==> src/rtl/rv_pkg.sv <==
// Shared types and constants for the instruction-fetch slice.
package rv_pkg;

    localparam int XLEN    = 32;
    localparam int INSTR_W = 32;
    localparam int PC_STEP = 4;

    typedef enum logic {
        FETCH = 1'b0,
        DRAIN = 1'b1
    } fetch_state_t;

    // One decoded-side entry: the fetch address and the word returned for it.
    typedef struct packed {
        logic [XLEN-1:0]    pc;
        logic [INSTR_W-1:0] instr;
    } fetch_pkt_t;

    // Force a byte address onto a word boundary.
    function automatic logic [XLEN-1:0] align_pc(input logic [XLEN-1:0] a);
        return {a[XLEN-1:2], 2'b00};
    endfunction

endpackage

==> src/rtl/fetch_fifo.sv <==
// Small synchronous FIFO with flush; used both as the in-flight PC queue and
// as the response buffer. Flush and reset dominate push/pop.
module fetch_fifo #(
    parameter int DEPTH = 2,
    parameter int WIDTH = 32,
    localparam int CNT_W = $clog2(DEPTH + 1),
    localparam int PTR_W = (DEPTH > 1) ? $clog2(DEPTH) : 1
) (
    input  logic             clk,
    input  logic             reset,
    input  logic             push,
    input  logic [WIDTH-1:0] din,
    input  logic             pop,
    output logic [WIDTH-1:0] dout,
    input  logic             flush,
    output logic [CNT_W-1:0] count,
    output logic             full,
    output logic             empty
);

    logic [WIDTH-1:0] mem [DEPTH];
    logic [PTR_W-1:0] wr_ptr, rd_ptr;
    logic             do_push, do_pop;

    function automatic logic [PTR_W-1:0] ptr_inc(input logic [PTR_W-1:0] p);
        return (p == PTR_W'(DEPTH - 1)) ? '0 : p + 1'b1;
    endfunction

    assign empty   = (count == '0);
    assign full    = (count == CNT_W'(DEPTH));
    assign do_pop  = pop && !empty;
    // A full FIFO can still take a push when an entry leaves in the same cycle.
    assign do_push = push && (!full || do_pop);
    assign dout    = mem[rd_ptr];

    // Pointer/count update and storage write.
    always_ff @(posedge clk) begin
        if (reset || flush) begin
            wr_ptr <= '0;
            rd_ptr <= '0;
            count  <= '0;
        end else begin
            if (do_push) begin
                mem[wr_ptr] <= din;
                wr_ptr      <= ptr_inc(wr_ptr);
            end
            if (do_pop)
                rd_ptr <= ptr_inc(rd_ptr);
            count <= count + CNT_W'(do_push) - CNT_W'(do_pop);
        end
    end

endmodule

==> src/rtl/if_fetch_stage.sv <==
// Instruction-fetch stage: owns the PC, issues credit-limited word fetches,
// buffers in-order responses and hands {pc, instr} to decode. Redirects flush
// everything and drop the responses still owed by memory.
module if_fetch_stage
    import rv_pkg::*;
#(
    parameter int              XLEN      = 32,
    parameter logic [XLEN-1:0] RESET_PC  = '0,
    parameter int              BUF_DEPTH = 2
) (
    input  logic            clk,
    input  logic            reset,
    output logic            imem_req_valid,
    input  logic            imem_req_ready,
    output logic [XLEN-1:0] imem_req_addr,
    input  logic            imem_rsp_valid,
    input  logic [31:0]     imem_rsp_data,
    input  logic            redirect_valid,
    input  logic [XLEN-1:0] redirect_pc,
    output logic            out_valid,
    input  logic            out_ready,
    output logic [XLEN-1:0] out_pc,
    output logic [31:0]     out_instr
);

    localparam int CNT_W = $clog2(BUF_DEPTH + 1);

    fetch_state_t    state;
    logic [XLEN-1:0] pc;
    logic [CNT_W-1:0] inflight, inflight_next, drop_cnt;

    logic            req_fire, rsp_take, credit_ok;
    logic [XLEN-1:0] pcq_dout;
    logic [CNT_W-1:0] pcq_count, buf_count;
    logic            pcq_full, pcq_empty, buf_full, buf_empty;
    fetch_pkt_t      buf_din, buf_dout;
    logic            unused_sigs;

    // Credit covers both outstanding fetches and buffered words, so a response
    // always finds a free slot and memory never needs backpressure.
    assign credit_ok      = ({1'b0, inflight} + {1'b0, buf_count}) < (CNT_W + 1)'(BUF_DEPTH);
    assign imem_req_valid = !reset && (state == FETCH) && !redirect_valid && credit_ok;
    assign imem_req_addr  = pc;
    assign req_fire       = imem_req_valid && imem_req_ready;

    // Responses only land in the buffer in normal operation; the one racing a
    // redirect belongs to the discarded stream.
    assign rsp_take       = imem_rsp_valid && (state == FETCH) && !redirect_valid;

    // Every response retires one outstanding fetch, whichever state consumes it.
    assign inflight_next  = inflight + CNT_W'(req_fire) - CNT_W'(imem_rsp_valid);

    assign buf_din.pc     = pcq_dout;
    assign buf_din.instr  = imem_rsp_data;

    assign out_valid      = !reset && !buf_empty;
    assign out_pc         = buf_dout.pc;
    assign out_instr      = buf_dout.instr;

    assign unused_sigs    = ^{pcq_count, pcq_full, pcq_empty, buf_full};

    // PC, outstanding-fetch count and the FETCH/DRAIN state machine.
    always_ff @(posedge clk) begin
        if (reset) begin
            pc       <= RESET_PC;
            state    <= FETCH;
            inflight <= '0;
            drop_cnt <= '0;
        end else begin
            inflight <= inflight_next;
            if (redirect_valid) begin
                pc       <= align_pc(redirect_pc);
                drop_cnt <= inflight_next;
                state    <= (inflight_next != '0) ? DRAIN : FETCH;
            end else begin
                if (req_fire)
                    pc <= pc + XLEN'(PC_STEP);
                if (state == DRAIN && imem_rsp_valid) begin
                    drop_cnt <= drop_cnt - 1'b1;
                    if (drop_cnt == CNT_W'(1))
                        state <= FETCH;
                end
            end
        end
    end

    // Addresses of accepted fetches, matched to responses in order.
    fetch_fifo #(.DEPTH(BUF_DEPTH), .WIDTH(XLEN)) u_pcq (
        .clk   (clk),
        .reset (reset),
        .push  (req_fire),
        .din   (pc),
        .pop   (rsp_take),
        .dout  (pcq_dout),
        .flush (redirect_valid),
        .count (pcq_count),
        .full  (pcq_full),
        .empty (pcq_empty)
    );

    // Completed {pc, instr} pairs waiting for decode.
    fetch_fifo #(.DEPTH(BUF_DEPTH), .WIDTH($bits(fetch_pkt_t))) u_rspbuf (
        .clk   (clk),
        .reset (reset),
        .push  (rsp_take),
        .din   (buf_din),
        .pop   (out_valid && out_ready),
        .dout  (buf_dout),
        .flush (redirect_valid),
        .count (buf_count),
        .full  (buf_full),
        .empty (buf_empty)
    );

endmodule

==> config.mk <==
export PLATFORM = sky130hd
export DESIGN_NAME = if_fetch_stage
export DESIGN_NICKNAME = d
export VERILOG_FILES = /design/src/rtl/rv_pkg.sv /design/src/rtl/fetch_fifo.sv /design/src/rtl/if_fetch_stage.sv
export SDC_FILE = /design/constraint.sdc
export NUM_CORES = 1
export LEC_CHECK = 0
export CORE_UTILIZATION = 50
export CTS_CLUSTER_SIZE = 10
export DETAILED_ROUTE_END_ITERATION = 7
export PLACE_DENSITY = 0.84
export SLEW_MARGIN = 10
export SYNTH_ARGS = -nofsm -noshare
export SYNTH_HDL_FRONTEND = slang
export SYNTH_SLANG_ARGS = --single-unit
==> constraint.sdc <==
create_clock -name clk -period 12.3 [get_ports clk]
set_clock_uncertainty 0.1 [all_clocks]
set_input_delay 1.845 -clock clk [delete_from_list [all_inputs] [get_ports clk]]
set_output_delay 1.845 -clock clk [all_outputs]
set_load 0.005 [all_outputs]
==> results.cfg, run 1 <==
[die]
core-area_um2 = 18000
fp.dieW_um = 137
pin_count = 168
dieArea_um2 = 18800
die_y_um = 137
start_util_pct = 50.9
row_count = 49

[setup_path]
critPathMostFrequentCell = clkdlybuf4s50_1
critPathTopFamily = buffers and inverters
cp-end-kind = output pin
crit_type = in -> out
arrival_ns = 3.42
crit_slowest_cell = clkdlybuf4s50_1
timing.rr.start = u_rspbuf.count[0]
crit_path_max_incr_delay_ns = 0.45
cp_max_fo = 39
crit_buf_inv = 3
worstPathRequired_ns = 10.35
start_kind = input port
cp-startpoint = reset
cp_cell_sequence = clkdlybuf4s50_1, buf_4, nor2_4, and2_1, clkdlybuf4s50_1

[placed_design]
dp_cells = 972
placedInstanceArea_um2 = 11000
gp_congestion = 0.860
place_ws_ns = 6.95
numPortBuffers = 161
dp_hpwl_um = 12400

[sta]
fin_crit_sh_pct = 43.6
setup_viol = 0
final_hold_viol_count = 0
relSlewSlack_pct = 37.7
rsz0062_at_grt = no
worst_pin_slew_ns = 0.933
period_needed_ns = 5.37
setup_tns_ns = 0
finalMaxSlewViolations = 0
fin_ws_ns = 6.93
fmax_ghz = 0.186
holdWs_ns = 0.423

[logic_synthesis]
syn_inst = 604
avgSynthCellArea_um2 = 15.1
ys_types = 46
synth_edf_count = 184
ys_warn_count = 0
ys_seq_elements = 229
ys_seq_area_share_pct = 70.3
netlist_area_um2 = 9150
synthFlopType = edfxtp_1
synthArstFlopShare_pct = 0

[cells_and_area]
final_common_cell = edfxtp_1
fin_area_um2 = 11700
layout.cells.non_filler = 1020
drive_above_1_share_pct = 17.7
final_cell_mix = edfxtp_1, clkdlybuf4s50_1, mux2_2, dfxtp_1, nand2_1
layout-area-overhead-vs-synth_pct = 28.3
fillers = 1261
diodes = 0
final_core_util_pct = 65.3
nets = 850

[routing]
postRouteAntennaNets = 0
via_per_inst = 5.64
first_iter_violations = 414
totalWireLength_um = 19300
wl_per_cell_um = 19.0
met1_length_um = 7690
wl_met3_um = 1560
vias = 5756
drcViolationCount = 0
firstDrtPassIters = 5
wl_met2_um = 9670
topRoutingLayerUsed = met4

[pwr]
p_leak_nw = 3.84
power.total_mw = 1.66
power_per_cell_area_nw_per_um2 = 142
ir_drop_mv = 0.125

[grt]
antenna_found_initial = 0
grt_usage_pct = 20.4
grt_pass1_vias = 5831
grt.overflow.total = 0
grt_pass1_wl_um = 29500
grt_max_degree = 63

[cts]
cts_resized = 0
cts_setup_buffers = 0
cts.clk_slew.worst_paths_ns = 0.06
root_buffer = clkbuf_16
cts_tree = yes
cts_hold_buffers = 0
cts_buffers = 26
cts_sinks = 229
cts_max_level = 1
clk_latency_ns = 0.51
clockBufferDepth = 3

[min_path]
hp-class = reg -> reg
hold_start = u_rspbuf.rd_ptr

[job]
drv_cap = 0

[run_status]
outcome = finished clean
[path summary, 6_finish.rpt]
kind	to	slack, ns	cells past startpoint
setup / recovery	imem_req_valid	6.93	5
hold / removal	u_rspbuf.rd_ptr	0.42	2
setup reg to reg	u_pcq.mem[0][12]	8.73	7
hold reg to reg	u_rspbuf.rd_ptr	0.42	2
[synth_stat cells (6+ instances only)]
master    number  area share [%]
a31oi_1       15             1.0
or3_1          6            0.41
ha_1           8             1.1
nor2_1        27             1.1
mux2_2        96              12
edfxtp_1     184              60
nand4_1        6            0.41
inv_1         11            0.45
a211oi_1       7            0.57
clkbuf_1      20            0.82
buf_1          6            0.25
dfxtp_1       45             9.8
o211ai_1       6            0.49
and2_1        13            0.89
o22ai_1        7            0.48
a21oi_1       13            0.71
xnor2_1       16             1.5
nor3_1         6            0.33
nand3_1       10            0.55
nand2_1       37             1.5
nor4_1        11            0.75
o21ai_0        6            0.33
[logic make-up (layout without fill, tap and decap cells)]
logic type                 after synthesis  in the layout  synth area share (%)
AOI/OAI and AO/OA                       68             68                  4.90
xor gates and xnor gates                20             20                  1.91
adders and majority gates                9              9                  1.31
buffers and inverters                   45            229                  2.11
DFF                                    229            229                  70.3
muxes                                   96             96                  11.8
other                                    1              4                0.0410
and+or+nand+nor                        136            136                  7.66
[flip-flops by register name (all words and copies together), names as in the netlist, 2 cells and up, named ones only]
name / flops
imem_req_addr: 30
inflight: 2
u_pcq.count: 2
drop_cnt: 2
u_rspbuf.count: 2
u_rspbuf.mem: 124
u_pcq.mem: 60
[per-layer routing]
layer,GRT usage [%],vias to the layer above
met1,25.7,2804
met3,4.16,46
met5,0,-
met4,6.65,0
met2,35.1,273
li1,-,2633
[cell type report]
type | count | area, um2 | area share (%)
well taps | 229 | 287 | 2.44
repair buffers | 168 | 1660 | 14.2
inverters | 13 | 48.8 | 0.416
clock buffers | 48 | 754 | 6.43
multi-input cells | 333 | 2560 | 21.8
flip-flops and latches | 229 | 6430 | 54.8
[report_power, final]
group	total (mW)	leakage (nW)	internal (mW)	switching, mW
combinational	0.105	1.45	0.0582	0.0463
clock	0.687	0.358	0.408	0.279
sequential	0.873	2.04	0.855	0.0174
[worst reg2reg max path: stages, from the launching register on]
cell and delay [ns]:
dfxtp_1 0.35, and2_1 0.15, fa_1 0.44, nor3_2 0.20, and3_4 0.35, inv_2 0.29
a31oi_1 0.45, nor2b_4 0.86
Note: power is estimated with default switching activity, not from simulation.
==> run 2: changes to the inputs <==
Settings changed: CORE_UTILIZATION 50 to 47, PLACE_DENSITY 0.84 to 0.83.
Clock period 12.3 ns to 4.5 ns, I/O delays scaled along.
==> run 2 against run 1 <==
Against the previous run: global-route usage down 1.3 points; die area increased by 6.3%; cell count rose by 3.3%; register-to-register slack lost 7.4 ns; design area rose by 0.69%; hold slack worse by 0.0041 ns; core utilization is 2.8 points lower; routed wire length shrank 2.3%; largest power group unchanged.
==> results.cfg, run 2 (synthesis gave the netlist of run 1 again) <==
[cts]
cts_sinks = 229
cts.clk_slew.worst_paths_ns = 0.05
cts_tree = yes
clk_latency_ns = 0.51
cts_buffers = 26
cts_hold_buffers = 0
clockBufferDepth = 3
cts_setup_buffers = 0
cts_max_level = 1
root_buffer = clkbuf_16
cts_resized = 0

[sta]
final_hold_viol_count = 0
finalMaxSlewViolations = 0
period_needed_ns = 3.20
worst_pin_slew_ns = 0.885
relSlewSlack_pct = 41.0
fmax_ghz = 0.312
setup_viol = 0
setup_tns_ns = 0
fin_crit_sh_pct = 71.1
fin_ws_ns = 1.30
rsz0062_at_grt = no

[cells_and_area]
final_cell_mix = edfxtp_1, clkdlybuf4s50_1, mux2_2, dfxtp_1, nand2_1
largest_reg_flops = 124
diodes = 0
fillers = 1442
final_common_cell = edfxtp_1
drive_above_1_share_pct = 18.0
layout-area-overhead-vs-synth_pct = 29.2
largest_register = u_rspbuf.mem
layout.cells.non_filler = 1054
nets = 853

[routing]
vias = 5615
via_per_inst = 5.33
wl_per_cell_um = 17.9
postRouteAntennaNets = 0
totalWireLength_um = 18900
drcViolationCount = 0
first_iter_violations = 430
firstDrtPassIters = 5

[pwr]
power_per_cell_area_nw_per_um2 = 384
p_leak_nw = 3.86
ir_drop_mv = 0.183

[setup_path]
cp_cell_sequence = buf_4, mux2_2, clkdlybuf4s50_1
timing.rr.start = inflight[0]
cp-end-kind = output pin
crit_buf_inv = 2
cp_max_fo = 62
worst-r2r-setup-slack_ns = 1.37
arrival_ns = 2.43
crit_path_max_incr_delay_ns = 0.61
critPathTopFamily = buffers and inverters
start_kind = flip-flop
crit_type = reg -> out
worstPathRequired_ns = 3.72
crit_slowest_cell = buf_4

[grt]
grt_max_degree = 63
grt_pass1_wl_um = 29600
grt_usage_pct = 19.1
grt.overflow.total = 0
antenna_found_initial = 0
grt_pass1_vias = 5757

[die]
die_y_um = 142
core-area_um2 = 18900
fp.dieW_um = 142
row_count = 50
pin_count = 168
start_util_pct = 48.4
dieArea_um2 = 20000

[run_status]
outcome = finished clean

[placed_design]
dp_hpwl_um = 12000
place_ws_ns = 1.18
dp_cells = 1006
numPortBuffers = 161
gp_congestion = 0.836

[min_path]
hold_start = u_rspbuf.rd_ptr
hp-class = reg -> reg

[job]
drv_cap = 0
-- run 2: changes by cell type in the layout (fill, tap and decap cells not counted) --
cell / previous run / this run
nor2b_2: 0 / 1
buf_4: 7 / 8
nor2b_4: 1 / 0
buf_12: 0 / 2
-- run 2: where the power goes --
| group | leakage, nW | internal, mW | switching, mW |
|---|---|---|---|
| registers | 2.04 | 2.34 | 0.0477 |
| clock network | 0.358 | 1.12 | 0.748 |
| logic | 1.47 | 0.160 | 0.124 |
-- run 2: per-layer routing --
metal	part of all wire, %	up-vias	global-route usage, %	routed length [um]
met4	2.7	0	6.40	510
met5	0	-	0	0
met1	40	2705	24.0	7510
met2	49	237	32.7	9230
met3	8.7	38	4.45	1640
li1	-	2635	-	-
-- run 2: area by class of cell --
| cell class | instances | area, um2 | share of cell area, % |
|---|---|---|---|
| multi-input cells | 333 | 2550 | 21.6 |
| repair buffers | 171 | 1710 | 14.5 |
| well taps | 260 | 325 | 2.75 |
| inverters | 13 | 48.8 | 0.413 |
| clock buffers | 48 | 754 | 6.38 |
| flip-flops and latches | 229 | 6430 | 54.4 |
-- run 2: final timing paths --
check	endpoint	depth (start not counted)
min	flip-flop	2
max	out_pc[23]	3
min reg2reg	flip-flop	2
max reg2reg	drop_cnt[1]	11
-- run 2: worst reg2reg max path, stage by stage (launching register included) --
cell      delay [ns]
dfxtp_1         0.31
and2_1          0.16
fa_1            0.45
nor3_2          0.20
and3_4          0.34
inv_2           0.27
ha_1            0.38
inv_1           0.04
ha_1            0.18
xor2_1          0.16
xnor2_1         0.28
a211oi_1        0.13
-- run 2: metrics by stage --
| stage | area, um2 | hold slack [ns] | utilization (%) | total power, mW |
|---|---|---|---|---|
| 2_1_floorplan | 9160 | 0.381 | - | 2.54 |
| 3_3_place_gp | 11100 | 0.393 | 58.6 | 2.70 |
| 3_5_place_dp | 11100 | 0.401 | 58.6 | 2.71 |
| 4_1_cts | 11800 | 0.421 | 62.6 | 4.57 |
| 5_1_grt | 11800 | 0.464 | 62.6 | 4.69 |
| 6_report | 11800 | 0.419 | 62.6 | 4.53 |
==> run 3: changes to the inputs <==
Settings changed: CORE_UTILIZATION 47 to 50, PLACE_DENSITY 0.83 to 0.84.
Clock period 4.5 ns to 3.25 ns, I/O delays scaled along.
==> run 3 against run 2 <==
Against the previous run: via count grew 2.4%; count of clock-buffer cells in the layout shrank 1; critical endpoint is now imem_req_valid; largest power group unchanged; flip-flop and latch count is the same.
==> results.cfg, run 3 (synthesis gave the netlist of run 1 again) <==
[pwr]
p_clk_share_pct = 40.9
switching_power_mw = 1.27
pwr-share-comb_pct = 6.4
switching_share_pct = 20.2
p_leak_nw = 3.89
ir_drop_mv = 0.372
power.total_mw = 6.27
p_int_mw = 5.00
seq_power_share_pct = 52.7
power_per_cell_area_nw_per_um2 = 530

[cts]
cts_tree = yes
cts_setup_buffers = 0
cts_sinks = 229
clk_latency_ns = 0.51
cts_buffers = 26
root_buffer = clkbuf_16
cts.clk_slew.worst_paths_ns = 0.06
cts_max_level = 1
cts_hold_buffers = 0
clockBufferDepth = 3
cts_resized = 0

[placed_design]
gp_congestion = 0.842
numPortBuffers = 161
dp_hpwl_um = 13100
place_ws_ns = 0.267
placedInstanceArea_um2 = 11100

[routing]
first_iter_violations = 380
vias = 5748
totalWireLength_um = 19700
via_per_inst = 5.59
wl_per_cell_um = 19.2
firstDrtPassIters = 5
drcViolationCount = 0
postRouteAntennaNets = 0

[cells_and_area]
final_common_cell = edfxtp_1
fin_area_um2 = 11800
multi_input_area_um2 = 2550
regArea_um2 = 6430
layout-area-overhead-vs-synth_pct = 29.4
largest_reg_flops = 124
final_cell_mix = edfxtp_1, clkdlybuf4s50_1, mux2_2, dfxtp_1, nand2_1
fillers = 1244
drive_above_1_share_pct = 18.6
largest_register = u_rspbuf.mem
nets = 859
diodes = 0

[die]
pin_count = 168
die_y_um = 137
core-area_um2 = 18000
dieArea_um2 = 18800
start_util_pct = 50.9
row_count = 49
fp.dieW_um = 137

[job]
drv_cap = 0

[min_path]
hp-class = reg -> reg

[setup_path]
cp_max_fo = 3
arrival_ns = 2.28
crit_type = reg -> out
start_kind = flip-flop
critPathMostFrequentCell = and2_1
crit_path_max_incr_delay_ns = 0.49
cp-end-kind = output pin
cp_cell_sequence = and2_1, fa_1, nor3_2, and2_1, clkdlybuf4s50_1
crit_slowest_cell = clkdlybuf4s50_1
worstPathRequired_ns = 2.66

[grt]
busiest_layer = met2
grt_max_degree = 63
antenna_found_initial = 0
grt_pass1_vias = 5867
met2_usage_pct = 37.7
grt.overflow.total = 0
met1_usage_pct = 24.5
grtUsageMet3_pct = 3.83
grt_pass1_wl_um = 29800
grt_usage_pct = 20.8

[sta]
holdWs_ns = 0.415
rsz0062_at_grt = no
finalMaxSlewViolations = 0
period_needed_ns = 2.87
fmax_ghz = 0.349
worst_pin_slew_ns = 0.833
setup_viol = 0
fin_crit_sh_pct = 88.3
fin_ws_ns = 0.382
relSlewSlack_pct = 44.3
final_hold_viol_count = 0
setup_tns_ns = 0

[run_status]
outcome = finished clean
[run 3: cell count changes in the layout (fill, tap and decap cells not counted), sizes merged]
cell    previous run  this run
buf               10        16
clkbuf            48        47
[run 3: layout make-up]
type / count / share of cell area (%)
inverter: 13 / 0.412
tap: 229 / 2.42
multi-input combinational: 333 / 21.6
clock buffer: 47 / 6.34
sequential: 229 / 54.3
timing repair buffer: 177 / 15.0
[run 3: power by group through the flow]
stage / logic (mW) / clock network (mW) / registers, mW
after floorplan: 0.176 / 0 / 3.34
after global placement: 0.380 / 0 / 3.36
after detailed placement: 0.399 / 0 / 3.36
after CTS: 0.403 / 2.60 / 3.30
after global routing: 0.436 / 2.71 / 3.31
final: 0.403 / 2.56 / 3.31
[run 3: stage by stage]
stage               utilization, %  std cells
floorplan                        -        607
global placement              61.7        981
detailed placement            61.7        981
CTS                           65.9       1028
global route                  65.9       1028
finish                        65.9       1028
[run 3: path summary, 6_finish.rpt]
path	from	endpoint	slack [ns]	cells after the start
min	u_pcq.rd_ptr	flip-flop	0.42	2
min reg2reg	u_pcq.rd_ptr	flip-flop	0.42	2
max reg2reg	u_rspbuf.count[0]	imem_req_addr[22]	0.45	8
max	u_rspbuf.count[0]	imem_req_valid	0.38	5
[run 3: worst max-delay path: cells and delay by family, from the launching register on]
family	cells	cell delay, ns
adders and majority gates	1	0.43
DFF	1	0.35
buffers and inverters	1	0.49
and+or+nand+nor	3	0.49
[run 3: layer usage]
layer	up-vias	part of all wire, %
li1	2657	-
met1	2791	39
met2	267	52
met3	33	7.1
met4	0	2.0
met5	-	0
